`config.mk`:
```
export PLATFORM = sky130hd
export DESIGN_NAME = if_fetch_unit
export DESIGN_NICKNAME = d
export VERILOG_FILES = /design/src/rtl/fetch_pkg.sv /design/src/rtl/fetch_out_buf.sv /design/src/rtl/if_fetch_unit.sv
export SDC_FILE = /design/constraint.sdc
export NUM_CORES = 1
export LEC_CHECK = 0
export BUFFER_PORTS_ARGS = -buffer_cell sky130_fd_sc_hd__buf_2
export CORE_ASPECT_RATIO = 1.4
export CORE_MARGIN = 4
export CORE_UTILIZATION = 54
export CTS_CLUSTER_SIZE = 10
export DETAILED_ROUTE_END_ITERATION = 7
export MAX_ROUTING_LAYER = met4
export PLACE_DENSITY = 0.86
export SETUP_SLACK_MARGIN = 0.05
export SYNTH_ARGS = -nofsm -noshare
export SYNTH_HDL_FRONTEND = slang
export SYNTH_SLANG_ARGS = --single-unit
```
`constraint.sdc`:
```
create_clock -name clk -period 5.3 [get_ports clk]
set_clock_uncertainty 0.15 [all_clocks]
set_input_delay 0.795 -clock clk [delete_from_list [all_inputs] [get_ports clk]]
set_output_delay 0.795 -clock clk [all_outputs]
set_load 0.02 [all_outputs]
```
`src/rtl/fetch_pkg.sv`:
```
// Shared types and constants for the instruction-fetch stage.
package fetch_pkg;

    typedef enum logic [1:0] {
        StReq,
        StWait,
        StHold
    } fetch_state_e;

    localparam logic [31:0] NOP_INSTR        = 32'h0000_0000;
    localparam logic [31:0] DEFAULT_RESET_PC = 32'h0000_0000;

endpackage

```
`src/rtl/fetch_out_buf.sv`:
```
// IF/ID-facing output buffer: {pc+4, instruction, valid}, zero whenever it holds a bubble.
module fetch_out_buf
    import fetch_pkg::*;
(
    input  logic        clk,
    input  logic        reset,
    input  logic        load_i,
    input  logic        consume_i,
    input  logic        flush_i,
    input  logic [31:0] pc_plus4_i,
    input  logic [31:0] instr_i,
    output logic [31:0] pc_plus4_o,
    output logic [31:0] instr_o,
    output logic        valid_o
);

    logic [31:0] pc_plus4_q, pc_plus4_d;
    logic [31:0] instr_q, instr_d;
    logic        valid_q, valid_d;

    // flush beats load beats consume; a load on the consuming edge replaces the old entry
    always_comb begin
        pc_plus4_d = pc_plus4_q;
        instr_d    = instr_q;
        valid_d    = valid_q;
        if (flush_i) begin
            pc_plus4_d = 32'h0;
            instr_d    = NOP_INSTR;
            valid_d    = 1'b0;
        end else if (load_i) begin
            pc_plus4_d = pc_plus4_i;
            instr_d    = instr_i;
            valid_d    = 1'b1;
        end else if (consume_i) begin
            pc_plus4_d = 32'h0;
            instr_d    = NOP_INSTR;
            valid_d    = 1'b0;
        end
    end

    always_ff @(posedge clk or posedge reset) begin
        if (reset) begin
            pc_plus4_q <= 32'h0;
            instr_q    <= NOP_INSTR;
            valid_q    <= 1'b0;
        end else begin
            pc_plus4_q <= pc_plus4_d;
            instr_q    <= instr_d;
            valid_q    <= valid_d;
        end
    end

    assign pc_plus4_o = pc_plus4_q;
    assign instr_o    = instr_q;
    assign valid_o    = valid_q;

endmodule

```
`src/rtl/if_fetch_unit.sv`:
```
// MIPS IF stage: one outstanding imem request, branch redirect with kill of stale returns,
// and stall-held output buffer feeding IF/ID.
module if_fetch_unit
    import fetch_pkg::*;
#(
    parameter logic [31:0] RESET_PC = DEFAULT_RESET_PC
) (
    input  logic        clk,
    input  logic        reset,
    input  logic        stall_in,
    input  logic        br_taken,
    input  logic [31:0] br_target,
    output logic        imem_req,
    output logic [31:0] imem_addr,
    input  logic [31:0] imem_rdata,
    input  logic        imem_rvalid,
    output logic [31:0] pc_plus4_out,
    output logic [31:0] instruction_out,
    output logic        valid_out
);

    fetch_state_e state_q, state_d;
    logic [31:0]  pc_q, pc_d;
    logic         kill_q, kill_d;
    logic [31:0]  pc_plus4;
    logic         buf_load, buf_consume, buf_flush;

    assign pc_plus4 = pc_q + 32'd4;

    always_ff @(posedge clk or posedge reset) begin
        if (reset) begin
            state_q <= StReq;
            pc_q    <= RESET_PC;
            kill_q  <= 1'b0;
        end else begin
            state_q <= state_d;
            pc_q    <= pc_d;
            kill_q  <= kill_d;
        end
    end

    always_comb begin
        state_d = state_q;
        pc_d    = pc_q;
        kill_d  = kill_q;
        unique case (state_q)
            StReq: begin
                // the request already on the bus cannot be withdrawn, so mark its return stale
                state_d = StWait;
                if (br_taken) begin
                    pc_d   = br_target;
                    kill_d = 1'b1;
                end
            end
            StWait: begin
                if (br_taken) begin
                    pc_d = br_target;
                    if (imem_rvalid) begin
                        kill_d  = 1'b0;
                        state_d = StReq;
                    end else begin
                        kill_d = 1'b1;
                    end
                end else if (imem_rvalid) begin
                    if (kill_q) begin
                        kill_d  = 1'b0;
                        state_d = StReq;
                    end else begin
                        pc_d    = pc_plus4;
                        state_d = stall_in ? StHold : StReq;
                    end
                end
            end
            StHold: begin
                if (br_taken) begin
                    pc_d    = br_target;
                    state_d = StReq;
                end else if (!stall_in) begin
                    state_d = StReq;
                end
            end
            default: state_d = StReq;
        endcase
    end

    always_comb begin
        imem_req    = (state_q == StReq);
        imem_addr   = pc_q;
        buf_flush   = br_taken;
        buf_load    = (state_q == StWait) && imem_rvalid && !kill_q && !br_taken;
        buf_consume = !stall_in;
    end

    fetch_out_buf u_out_buf (
        .clk        (clk),
        .reset      (reset),
        .load_i     (buf_load),
        .consume_i  (buf_consume),
        .flush_i    (buf_flush),
        .pc_plus4_i (pc_plus4),
        .instr_i    (imem_rdata),
        .pc_plus4_o (pc_plus4_out),
        .instr_o    (instruction_out),
        .valid_o    (valid_out)
    );

endmodule

```
==> flow_summary.json <==
{
  "status": "finished clean",
  "cts_root_buf": "clkbuf_16",
  "drv_cap": 0,
  "grt_pass1_vias": 4249,
  "antenna_cells": 0,
  "fp.dieH_um": 118,
  "cts_tree": "yes",
  "first_pass_iters": 5,
  "finalSetupViolations": 0,
  "num-fill-cells": 622,
  "ant_nets": 0,
  "clk_pin_slew_ns": 0.07,
  "worstMarginPinSlew_ns": 0.817,
  "relSlewSlack": 0.456,
  "end_kind": "register",
  "holdCritPathClass": "register to register",
  "rsz0062_at_grt": "no",
  "worstHoldStart": "u_out_buf.pc_plus4_o[16]",
  "min_period_over_period": 0.502,
  "postCtsHoldBufs": 0,
  "grt_use_met3": 0.0427,
  "synthMuxAreaShare": 0.00486,
  "r2r_slack_ns": 2.72,
  "place_congestion": 0.905,
  "min_path_cells": 2,
  "use_met1": 0.341,
  "clock_sinks": 100,
  "synthCells": 457,
  "cts_htree_levels": 3,
  "dieArea_sq_mm": 0.0102,
  "io_buffer_count": 166,
  "synthSimpleGateAreaFrac": 0.144,
  "antenna_found_initial": 0,
  "min_to": "u_out_buf.pc_plus4_o[16]",
  "coreArea_sq_mm": 0.00825,
  "grt_usage": 0.271,
  "start_util": 0.562,
  "setup.worst_path.class": "input port to register",
  "synthDistinctLibCells": 42,
  "dp_hpwl_um": 9330,
  "cp.required_ns": 5.38,
  "ys_ff_latch": 100,
  "wl_per_cell_um": 18.5,
  "grt-ovfl-total": 0,
  "synthesis.area_sq_mm": 0.00464,
  "ir_drop_mv": 0.195,
  "crit_fanout": 34,
  "cts_setup_buffers": 0,
  "viasPerCell": 6.00,
  "top_usage_layer": "met2",
  "rows": 39,
  "dr.first_iter.drc_count": 312,
  "final_area_sq_mm": 0.00585,
  "synth_fa_ha_area_frac": 0.00270,
  "synth_compound_area_frac": 0.222,
  "die_w_um": 86.3,
  "pin_count": 167,
  "synth_nets": 527,
  "vias": 4295,
  "grt_max_degree": 61,
  "ctsResizeCount": 0,
  "finalCriticalPeriod_ns": 2.66,
  "synthXorXnorAreaFrac": 0.0529,
  "ys_warn_count": 0,
  "synth_top_family_by_area": "compound AO/OA/AOI/OAI gates",
  "clk_path_buf_depth": 2,
  "arrival_ns": 2.74,
  "placed_area_sq_mm": 0.00554,
  "maxSlewViolCount": 0,
  "hold_viol_final": 0,
  "seq_area_frac_synth": 0.540,
  "r2r-end": "u_out_buf.instr_o[19]",
  "cp-start-kind": "input port",
  "drcViolationCount": 0,
  "power_density_mw_per_mm2": 370,
  "synth_area_per_cell_sq_um": 10.1,
  "grt_pass1_wl_um": 21600,
  "tns_ns": 0,
  "numCtsBuffers": 9,
  "finalNetCount": 679,
  "clk_latency_ns": 0.34,
  "r2r_start": "state_q[0]",
  "use_met2": 0.449,
  "drive_gt1_frac": 0.334,
  "area_growth_syn_to_layout_pct": 26.1,
  "worstRegToRegCells": 6,
  "leakagePower_nw": 2.85,
  "fmax_ghz": 0.376,
  "wl_um": 13300
}
synth_stat cells:
| master | number | area share |
|---|---|---|
| and3_1 | 5 | 0.0067 |
| xnor2_1 | 10 | 0.019 |
| dfrtp_1 | 100 | 0.54 |
| a21oi_1 | 28 | 0.030 |
| nand4_2 | 3 | 0.0081 |
| mux2_2 | 2 | 0.0049 |
| nor2_1 | 19 | 0.015 |
| a2bb2oi_1 | 14 | 0.026 |
| xor2_1 | 18 | 0.034 |
| nor4_2 | 1 | 0.0027 |
| and4bb_2 | 1 | 0.0027 |
| nand2_1 | 57 | 0.046 |
| inv_1 | 7 | 0.0057 |
| o311ai_1 | 2 | 0.0038 |
| clkbuf_1 | 23 | 0.019 |
| nor2_2 | 2 | 0.0027 |
| a311oi_1 | 1 | 0.0019 |
| o21ai_0 | 18 | 0.019 |
| nor3_1 | 3 | 0.0032 |
| nor4b_1 | 1 | 0.0019 |
| and2_0 | 1 | 0.0014 |
| o22ai_1 | 15 | 0.020 |
| o2bb2ai_1 | 1 | 0.0019 |
| a32oi_1 | 4 | 0.0076 |
| o21ai_1 | 28 | 0.030 |
| and2_1 | 2 | 0.0027 |
| nand2b_1 | 2 | 0.0027 |
| o21a_1 | 2 | 0.0032 |
| a31oi_1 | 2 | 0.0027 |
| nor3_2 | 2 | 0.0043 |
| nand3_1 | 20 | 0.022 |
| and3b_1 | 1 | 0.0019 |
| and4_1 | 3 | 0.0057 |
| a21o_1 | 1 | 0.0016 |
| buf_2 | 9 | 0.0097 |
| o211ai_1 | 1 | 0.0016 |
| ha_1 | 1 | 0.0027 |
| nand4_1 | 6 | 0.0081 |
| nor3_4 | 1 | 0.0035 |
| a22o_1 | 35 | 0.066 |
| a22oi_1 | 3 | 0.0049 |
| or3_1 | 2 | 0.0027 |
flip-flops by register name, indices dropped and copies added (netlist names):
| name | flops |
|---|---|
| kill_q | 1 |
| u_out_buf.pc_plus4_o | 32 |
| imem_addr | 32 |
| state_q | 2 |
| u_out_buf.valid_o | 1 |
| u_out_buf.instr_o | 32 |
cell type report:
class | instances | area [sq um] | area share
Timing Repair Buffer | 173 | 883 | 0.151
Tap cell | 102 | 128 | 0.0218
Sequential cell | 100 | 2500 | 0.428
Clock buffer | 10 | 239 | 0.0409
Multi-Input combinational cell | 318 | 2000 | 0.341
Inverter | 7 | 28.8 | 0.00492
Clock inverter | 6 | 70.1 | 0.0120
layout by cell type (no fill, tap or decap), types with 17 or more instances in the layout:
master,Yosys,routed
a21oi_1,28,28
a22o_1,35,35
buf_2,9,166
dfrtp_1,100,100
nand2_1,57,57
nand3_1,20,20
nor2_1,19,17
o21ai_0,18,18
o21ai_1,28,27
xor2_1,18,18
stage by stage:
stage | util | setup WS [ns] | total power, W | hold WS [ns] | std cells
2_1_floorplan | - | 1.74 | 0.00130 | 0.328 | 457
3_3_place_gp | 0.672 | 2.42 | 0.00148 | 0.315 | 700
3_5_place_dp | 0.672 | 2.29 | 0.00150 | 0.318 | 700
4_1_cts | 0.709 | 2.65 | 0.00217 | 0.333 | 716
5_1_grt | 0.709 | 2.52 | 0.00226 | 0.359 | 716
6_report | 0.709 | 2.64 | 0.00216 | 0.330 | 716
layer usage:
metal | wire, um | part of all wire
met5 | 0 | 0
met4 | 204 | 0.015
met3 | 1140 | 0.086
met2 | 6750 | 0.51
met1 | 5170 | 0.39
logic make-up after synthesis:
kind of cell | Yosys count
AOI/OAI and AO/OA | 155
and+or+nand+nor | 132
DFF | 100
buffers and inverters | 39
xor gates and xnor gates | 28
muxes | 2
adders and majority gates | 1
where the power goes:
group | total (W) | switching [W] | internal (W) | leakage (nW)
Clock | 0.000674 | 0.000290 | 0.000384 | 0.154
Sequential | 0.000964 | 0.000111 | 0.000853 | 1.28
Combinational | 0.000524 | 0.000326 | 0.000198 | 1.42
worst max path at each step:
stage / from / to / slack, ns / depth (start not counted)
2_1_floorplan: reset / imem_addr[0] / 1.74 / 1
3_3_place_gp: imem_rvalid / u_out_buf.instr_o[23] / 2.42 / 7
3_5_place_dp: imem_rvalid / u_out_buf.instr_o[2] / 2.29 / 7
4_1_cts: imem_rvalid / u_out_buf.instr_o[19] / 2.65 / 7
5_1_grt: imem_rvalid / u_out_buf.instr_o[19] / 2.52 / 7
6_report: imem_rvalid / u_out_buf.instr_o[19] / 2.64 / 7
critical path: stages:
cell and delay (ns):
buf_2 0.12, and3b_1 0.19, o21ai_2 0.60, buf_4 0.35, nor2_2 0.09, buf_4 0.29
a22o_1 0.29
(Power assumes the default switching activity.)
